## src/rtl/dac_output_stage_if.sv

```systemverilog
// Signal bundle between the filter chain, the dac_output_stage and the dac driver.
interface dac_output_stage_if #(
  parameter int NCH   = 2,
  parameter int NSRC  = 4,
  parameter int IN_W  = 16,
  parameter int DAC_W = 14,
  parameter int SEL_W = $clog2(NSRC)
);
  logic [NSRC*IN_W-1:0] src_data;
  logic [NSRC-1:0]      src_valid;
  logic [NCH*SEL_W-1:0] sel_req;
  logic [NCH*4-1:0]     shift;
  logic                 sat_clr;
  logic [NCH*DAC_W-1:0] dac_data;
  logic [NCH-1:0]       busy;
  logic [NCH-1:0]       sat;

  modport master (
    output src_data, src_valid, sel_req, shift, sat_clr,
    input  dac_data, busy, sat
  );

  modport slave (
    input  src_data, src_valid, sel_req, shift, sat_clr,
    output dac_data, busy, sat
  );
endinterface

```

## src/rtl/dac_output_stage.sv

```systemverilog
// Multi-channel DAC output stage: per-channel source select with click-free fade,
// programmable arithmetic shift, saturation and offset-binary encoding.
module dac_output_stage #(
  parameter int NCH       = 2,
  parameter int NSRC      = 4,
  parameter int IN_W      = 16,
  parameter int DAC_W     = 14,
  parameter int RAMP_LOG2 = 4,
  parameter int SEL_W     = $clog2(NSRC)
) (
  input logic               sys_clk,
  input logic               reset,
  dac_output_stage_if.slave bus
);

  localparam int GW = RAMP_LOG2 + 1;
  localparam int PW = IN_W + GW + 1;
  localparam logic [GW-1:0] GAIN_FULL = GW'(1 << RAMP_LOG2);
  localparam logic signed [IN_W-1:0] Z_MAX = IN_W'((2 ** (DAC_W - 1)) - 1);
  localparam logic signed [IN_W-1:0] Z_MIN = IN_W'(-(2 ** (DAC_W - 1)));
  localparam logic [DAC_W-1:0] MIDSCALE = {1'b1, {(DAC_W-1){1'b0}}};

  typedef enum logic [1:0] {RUN, FADE_OUT, SWAP, FADE_IN} state_e;

  logic signed [IN_W-1:0] hold_q [NSRC];

  always_ff @(posedge sys_clk or posedge reset) begin
    if (reset) begin
      for (int s = 0; s < NSRC; s++) hold_q[s] <= '0;
    end else begin
      for (int s = 0; s < NSRC; s++) begin
        if (bus.src_valid[s]) hold_q[s] <= bus.src_data[s*IN_W +: IN_W];
      end
    end
  end

  for (genvar c = 0; c < NCH; c++) begin : g_ch
    state_e                 state_q, state_d;
    logic [GW-1:0]          gain_q, gain_d;
    logic [SEL_W-1:0]       sel_act_q, sel_act_d;
    logic [SEL_W-1:0]       sel_req;
    logic [3:0]             shamt;
    logic signed [PW-1:0]   prod;
    logic signed [PW-1:0]   prod_sh;
    logic signed [IN_W-1:0] y_d, y_q;
    logic signed [IN_W-1:0] z;
    logic                   clamp_hi, clamp_lo;
    logic [DAC_W-1:0]       dac_d, dac_q;
    logic                   sat_d, sat_q;

    assign sel_req = bus.sel_req[c*SEL_W +: SEL_W];
    assign shamt   = bus.shift[c*4 +: 4];

    // A reversal during fade-in turns around at the current gain, so the output never steps.
    always_comb begin
      state_d   = state_q;
      gain_d    = gain_q;
      sel_act_d = sel_act_q;
      case (state_q)
        RUN: begin
          gain_d = GAIN_FULL;
          if (sel_req != sel_act_q) state_d = FADE_OUT;
        end
        FADE_OUT: begin
          if (gain_q <= GW'(1)) begin
            gain_d  = '0;
            state_d = SWAP;
          end else begin
            gain_d = gain_q - GW'(1);
          end
        end
        SWAP: begin
          sel_act_d = sel_req;
          state_d   = FADE_IN;
        end
        FADE_IN: begin
          if (sel_req != sel_act_q) begin
            state_d = FADE_OUT;
          end else begin
            gain_d = gain_q + GW'(1);
            if (gain_q + GW'(1) == GAIN_FULL) state_d = RUN;
          end
        end
        default: state_d = RUN;
      endcase
    end

    assign prod    = PW'(hold_q[sel_act_q]) * PW'($signed({1'b0, gain_q}));
    assign prod_sh = prod >>> RAMP_LOG2;
    assign y_d     = prod_sh[IN_W-1:0];

    // Second stage: the unity-gain product always fits IN_W, so clamp after the user shift.
    assign z        = y_q >>> shamt;
    assign clamp_hi = (z > Z_MAX);
    assign clamp_lo = (z < Z_MIN);

    always_comb begin
      dac_d = {~z[DAC_W-1], z[DAC_W-2:0]};
      if (clamp_hi) dac_d = '1;
      else if (clamp_lo) dac_d = '0;
    end

    assign sat_d = clamp_hi | clamp_lo | (sat_q & ~bus.sat_clr);

    always_ff @(posedge sys_clk or posedge reset) begin
      if (reset) begin
        state_q   <= RUN;
        gain_q    <= GAIN_FULL;
        sel_act_q <= '0;
        y_q       <= '0;
        dac_q     <= MIDSCALE;
        sat_q     <= 1'b0;
      end else begin
        state_q   <= state_d;
        gain_q    <= gain_d;
        sel_act_q <= sel_act_d;
        y_q       <= y_d;
        dac_q     <= dac_d;
        sat_q     <= sat_d;
      end
    end

    assign bus.dac_data[c*DAC_W +: DAC_W] = dac_q;
    assign bus.busy[c]                     = (state_q != RUN);
    assign bus.sat[c]                      = sat_q;
  end

endmodule

```

## src/flat_wrapper.sv

```systemverilog
// flat-port wrapper written by rule: the top's interface ports become plain ports
module dac_output_stage_flat 
#(
  parameter int NCH       = 2,
  parameter int NSRC      = 4,
  parameter int IN_W      = 16,
  parameter int DAC_W     = 14,
  parameter int RAMP_LOG2 = 4,
  parameter int SEL_W     = $clog2(NSRC)
)
  (sys_clk, reset, bus_src_data, bus_src_valid, bus_sel_req, bus_shift, bus_sat_clr, bus_dac_data, bus_busy, bus_sat);
  dac_output_stage_if #(.NCH(NCH), .NSRC(NSRC), .IN_W(IN_W), .DAC_W(DAC_W), .SEL_W(SEL_W)) bus_i ();
  input logic sys_clk;
  input logic reset;
  input wire logic [$bits(bus_i.src_data)-1:0] bus_src_data;
  input wire logic [$bits(bus_i.src_valid)-1:0] bus_src_valid;
  input wire logic [$bits(bus_i.sel_req)-1:0] bus_sel_req;
  input wire logic [$bits(bus_i.shift)-1:0] bus_shift;
  input wire logic [$bits(bus_i.sat_clr)-1:0] bus_sat_clr;
  output wire logic [$bits(bus_i.dac_data)-1:0] bus_dac_data;
  output wire logic [$bits(bus_i.busy)-1:0] bus_busy;
  output wire logic [$bits(bus_i.sat)-1:0] bus_sat;
  assign bus_i.src_data = bus_src_data;
  assign bus_i.src_valid = bus_src_valid;
  assign bus_i.sel_req = bus_sel_req;
  assign bus_i.shift = bus_shift;
  assign bus_i.sat_clr = bus_sat_clr;
  assign bus_dac_data = bus_i.dac_data;
  assign bus_busy = bus_i.busy;
  assign bus_sat = bus_i.sat;
  dac_output_stage #(.NCH(NCH), .NSRC(NSRC), .IN_W(IN_W), .DAC_W(DAC_W), .RAMP_LOG2(RAMP_LOG2), .SEL_W(SEL_W)) u_core (.sys_clk(sys_clk), .reset(reset), .bus(bus_i));
endmodule
```

## config.mk

```make
export PLATFORM = sky130hd
export DESIGN_NAME = dac_output_stage_flat
export DESIGN_NICKNAME = d
export VERILOG_FILES = /design/src/rtl/dac_output_stage_if.sv /design/src/rtl/dac_output_stage.sv /design/src/flat_wrapper.sv
export SDC_FILE = /design/constraint.sdc
export NUM_CORES = 1
export LEC_CHECK = 0
export ABC_AREA = 1
export BUFFER_PORTS_ARGS = -buffer_cell sky130_fd_sc_hd__buf_4
export CAP_MARGIN = 20
export CORE_MARGIN = 5
export CORE_UTILIZATION = 68
export CTS_BUF_LIST = sky130_fd_sc_hd__clkbuf_8
export DETAILED_ROUTE_END_ITERATION = 10
export PLACE_DENSITY = 0.9
export SLEW_MARGIN = 20
export SYNTH_ARGS = -nofsm -noshare
export SYNTH_HDL_FRONTEND = slang
export SYNTH_SLANG_ARGS = --single-unit
```

## constraint.sdc

```tcl
create_clock -name sys_clk -period 13.49 [get_ports sys_clk]
set_input_delay 2.0235 -clock sys_clk [delete_from_list [all_inputs] [get_ports sys_clk]]
set_output_delay 2.0235 -clock sys_clk [all_outputs]
set_load 0.02 [all_outputs]
```

==> flow_metrics.py <==
metrics = {
    "placement": {
        "finalWeightedCongestion": 0.926,
        "port_buffers": 114,
        "detailedPlacementHpwl_um": 23800,
    },
    "pwr": {
        "worst_voltage_drop_across_the_vdd_grid_uv": 124,
        "powerDensity_nw_per_um2": 284,
        "power.static_leakage_uw": 0.00743,
    },
    "routing": {
        "routed_wirelength_um": 30700,
        "wl_per_cell_um": 15.4,
        "drtPass1Iterations": 6,
        "vias": 11300,
        "ant_nets": 0,
        "post_detailed_route_drc_marker_count": 0,
        "via_per_inst": 5.67,
        "drtIter0Drc": 871,
    },
    "synthesis": {
        "ys_seq_area_share_pct": 28.3,
        "synthMostInstantiatedCell": "nand2_1",
        "yosys.area_share.adder_pct": 22.6,
        "synth-warning-count": 0,
        "synth.top_cells.by_area": "dfrtp_1, fa_1, nand2_1, ha_1, o21ai_0",
        "post_synth_mux_area_share_pct": 2.71,
        "synth_cell_type_count": 47,
        "synth.net_count": 1935,
        "synth_compound_gate_area_share_pct": 14.5,
        "ys_seq_elements": 144,
        "post_synth_most_frequent_cells": "nand2_1, inv_1, o21ai_0",
        "avg_inst_size_synth_um2": 7.60,
        "synth_top_family_by_area": "adder cells",
        "synth_top_cell_area_share_pct": 27.5,
        "number_of_synthesized_flops_with_an_enable_pin": 0,
        "synth_simple_gate_area_share_pct": 18.9,
        "synth_top_area_cell": "dfrtp_1",
        "syn-cell-area_um2": 12700,
        "netlist_instances": 1677,
        "synth_ff_type": "dfrtp_1",
        "yosys.area_share.xor_xnor_pct": 2.75,
        "async_set_or_reset_register_ratio_after_synthesis_pct": 100,
    },
    "timing": {
        "fmax_mhz": 201,
        "slew_viol_final": 0,
        "finalHoldViolations": 0,
        "worstMarginPinSlew_ns": 0.739,
        "tns_ns": 0,
        "final.min_clock_period_ns": 4.97,
        "layout_worst_path_cycle_share_pct": 36.8,
        "clock_skew_ns": 0.0158,
        "timing.final.setup_violations": 0,
        "grt_setup_unrepaired": "false",
        "slew_headroom_pct": 50.7,
        "holdWs_ns": 0.515,
    },
    "run_status": {
        "outcome": "completed",
    },
    "grt": {
        "grt_max_degree": 83,
        "grtUsageTotal_pct": 29.4,
        "antenna_found_initial": 0,
        "globalRouteOverflowTotal": 0,
        "grt_pass1_vias": 11300,
        "grt_first_pass_wirelength_um": 52600,
    },
    "clock_tree": {
        "clock_tree.root_cell": "clkbuf_8",
        "postCtsSetupRepairBufs": 0,
        "tritoncts": "yes",
        "cts_num_sinks": 144,
        "htree_num_levels": 4,
        "number_of_buffers_created_by_cts": 17,
        "post_cts.resized_instances": 0,
        "worstSkewPairLatency_ns": 0.47,
        "cts-root-to-sink-buffers": 2,
        "clkSlewWorstSetupHoldPaths_ns": 0.10,
        "hold_buffers": 0,
    },
    "floorplanning": {
        "full_die_area_um2": 21600,
        "start_util_pct": 68.6,
        "die_w_um": 147,
        "die_height_um": 147,
        "fp-row-count": 50,
        "area_of_the_placeable_core_um2": 18600,
        "io-pin-count": 115,
    },
    "cells_and_area": {
        "share_of_layout_cells_above_drive_strength_1_pct": 11.7,
        "ant_cells": 0,
        "final_nets": 2005,
        "post_synthesis_to_final_layout_area_growth_pct": 10.3,
    },
    "job": {
        "cap_viol_max_count": 0,
    },
    "worst_setup_path": {
        "worst_setup_path_end_kind": "flip-flop",
        "setup.reg_to_reg.worst_slack_ns": 8.52,
        "worstSetupPathType": "reg2reg",
        "worst_ep_arrival_time_ns": 5.33,
        "cp_data_required_time_ns": 13.85,
        "worst-path-max-fanout": 45,
        "start_kind": "flip-flop",
    },
    "hold_path": {
        "hold_path.class": "reg2reg",
    },
}
cells by family after synthesis:
group,Yosys count
buffers and inverters,333
multiplexers,31
XOR/XNOR,40
AND/OR/NAND/NOR,604
adder cells (fa/ha/maj),175
flip-flops,144
AO/OA/AOI/OAI,350
layout make-up:
type                            instances  area [um^2]
Sequential cell                       144         3610
Multi-Input combinational cell       1200         7830
Clock inverter                         14          190
Timing Repair Buffer                  117          882
Clock buffer                           18          248
Tap cell                              234          293
Fill cell                            1322         4530
Inverter                              267         1010
cells in the final DEF, fill, tap and decap left out, types with 5 or more instances in the layout:
master    Yosys  final
clkinv_1      7      7
xnor2_1      15     15
o21ai_0     195    195
nand2_1     352    352
o21ai_1       8      8
dfrtp_1     140    140
a21o_1        9      9
inv_2         7      7
a31oi_1       6      6
nor3_1        5      5
xor2_1       25     25
ha_1         83     83
nor2_1      171    171
a21oi_1     108    108
or2_2         7      7
inv_1       253    252
inv_6         0      7
fa_1         92     92
clkbuf_8      0     18
nand3_1      56     56
mux2_2       28     28
buf_4         3    116
registers in the layout, indices dropped and copies added (netlist names):
register               count
u_core.g_ch.dac_q         28
u_core.g_ch.gain_q        10
u_core.g_ch.sat_q          2
u_core.g_ch.sel_act_q      4
u_core.g_ch.state_q        4
u_core.g_ch.y_q           32
u_core.hold_q             64
through the flow:
step,total power [uW],cell area [um^2],cells,worst slack (ns),util (%)
after CTS,3970,14100,1994,8.64,75.6
final,3990,14100,1994,8.52,75.6
after detailed placement,3540,13600,1962,8.69,73.3
after global routing,4450,14100,1994,8.10,75.6
after floorplan,2890,12700,1677,7.61,-
after global placement,3400,13600,1962,8.80,73.3
where the power goes:
| part | switching [uW] | internal, uW |
|---|---|---|
| clock network | 197 | 195 |
| registers | 99.2 | 600 |
| logic | 1850 | 1040 |
| total | 2150 | 1840 |
path summary, 6_finish.rpt:
check	from	to	cells after the start
min reg2reg	u_core.g_ch[0].sat_q$_DFF_PP0_	u_core.g_ch[0].sat_q$_DFF_PP0_	2
max	u_core.g_ch[0].sel_act_q[0]$_DFFE_PP0N_	u_core.g_ch[0].y_q[15]$_DFF_PP0_	17
min	u_core.g_ch[0].sat_q$_DFF_PP0_	u_core.g_ch[0].sat_q$_DFF_PP0_	2
max in group asynchronous	reset	u_core.g_ch[1].gain_q[2]$_DFFE_PP0P_	3
min in group asynchronous	reset	u_core.g_ch[1].dac_q[4]$_DFF_PP0_	2
max reg2reg	u_core.g_ch[0].sel_act_q[0]$_DFFE_PP0N_	u_core.g_ch[0].y_q[15]$_DFF_PP0_	17
layer usage:
metal / track usage, % / vias to the layer above / share of wire, %
met5: 0 / - / 0
met4: 10.8 / 0 / 3.6
met3: 5.18 / 76 / 6.7
met2: 51.2 / 463 / 49
met1: 36.8 / 5334 / 40
li1: - / 5438 / -
worst max-delay path, stage by stage, from the launching register on:
cell,delay (ns)
dfrtp_1,0.71
buf_4,0.44
o21ai_0,0.14
a21oi_1,0.47
nor2_1,0.13
fa_1,0.52
fa_1,0.50
inv_1,0.06
fa_1,0.54
inv_1,0.04
ha_1,0.38
a21o_1,0.23
a21oi_1,0.20
o21ai_0,0.12
a31oi_1,0.19
inv_1,0.06
nand2_1,0.07
nand2_1,0.05
Power figures use the tool's default switching activity.
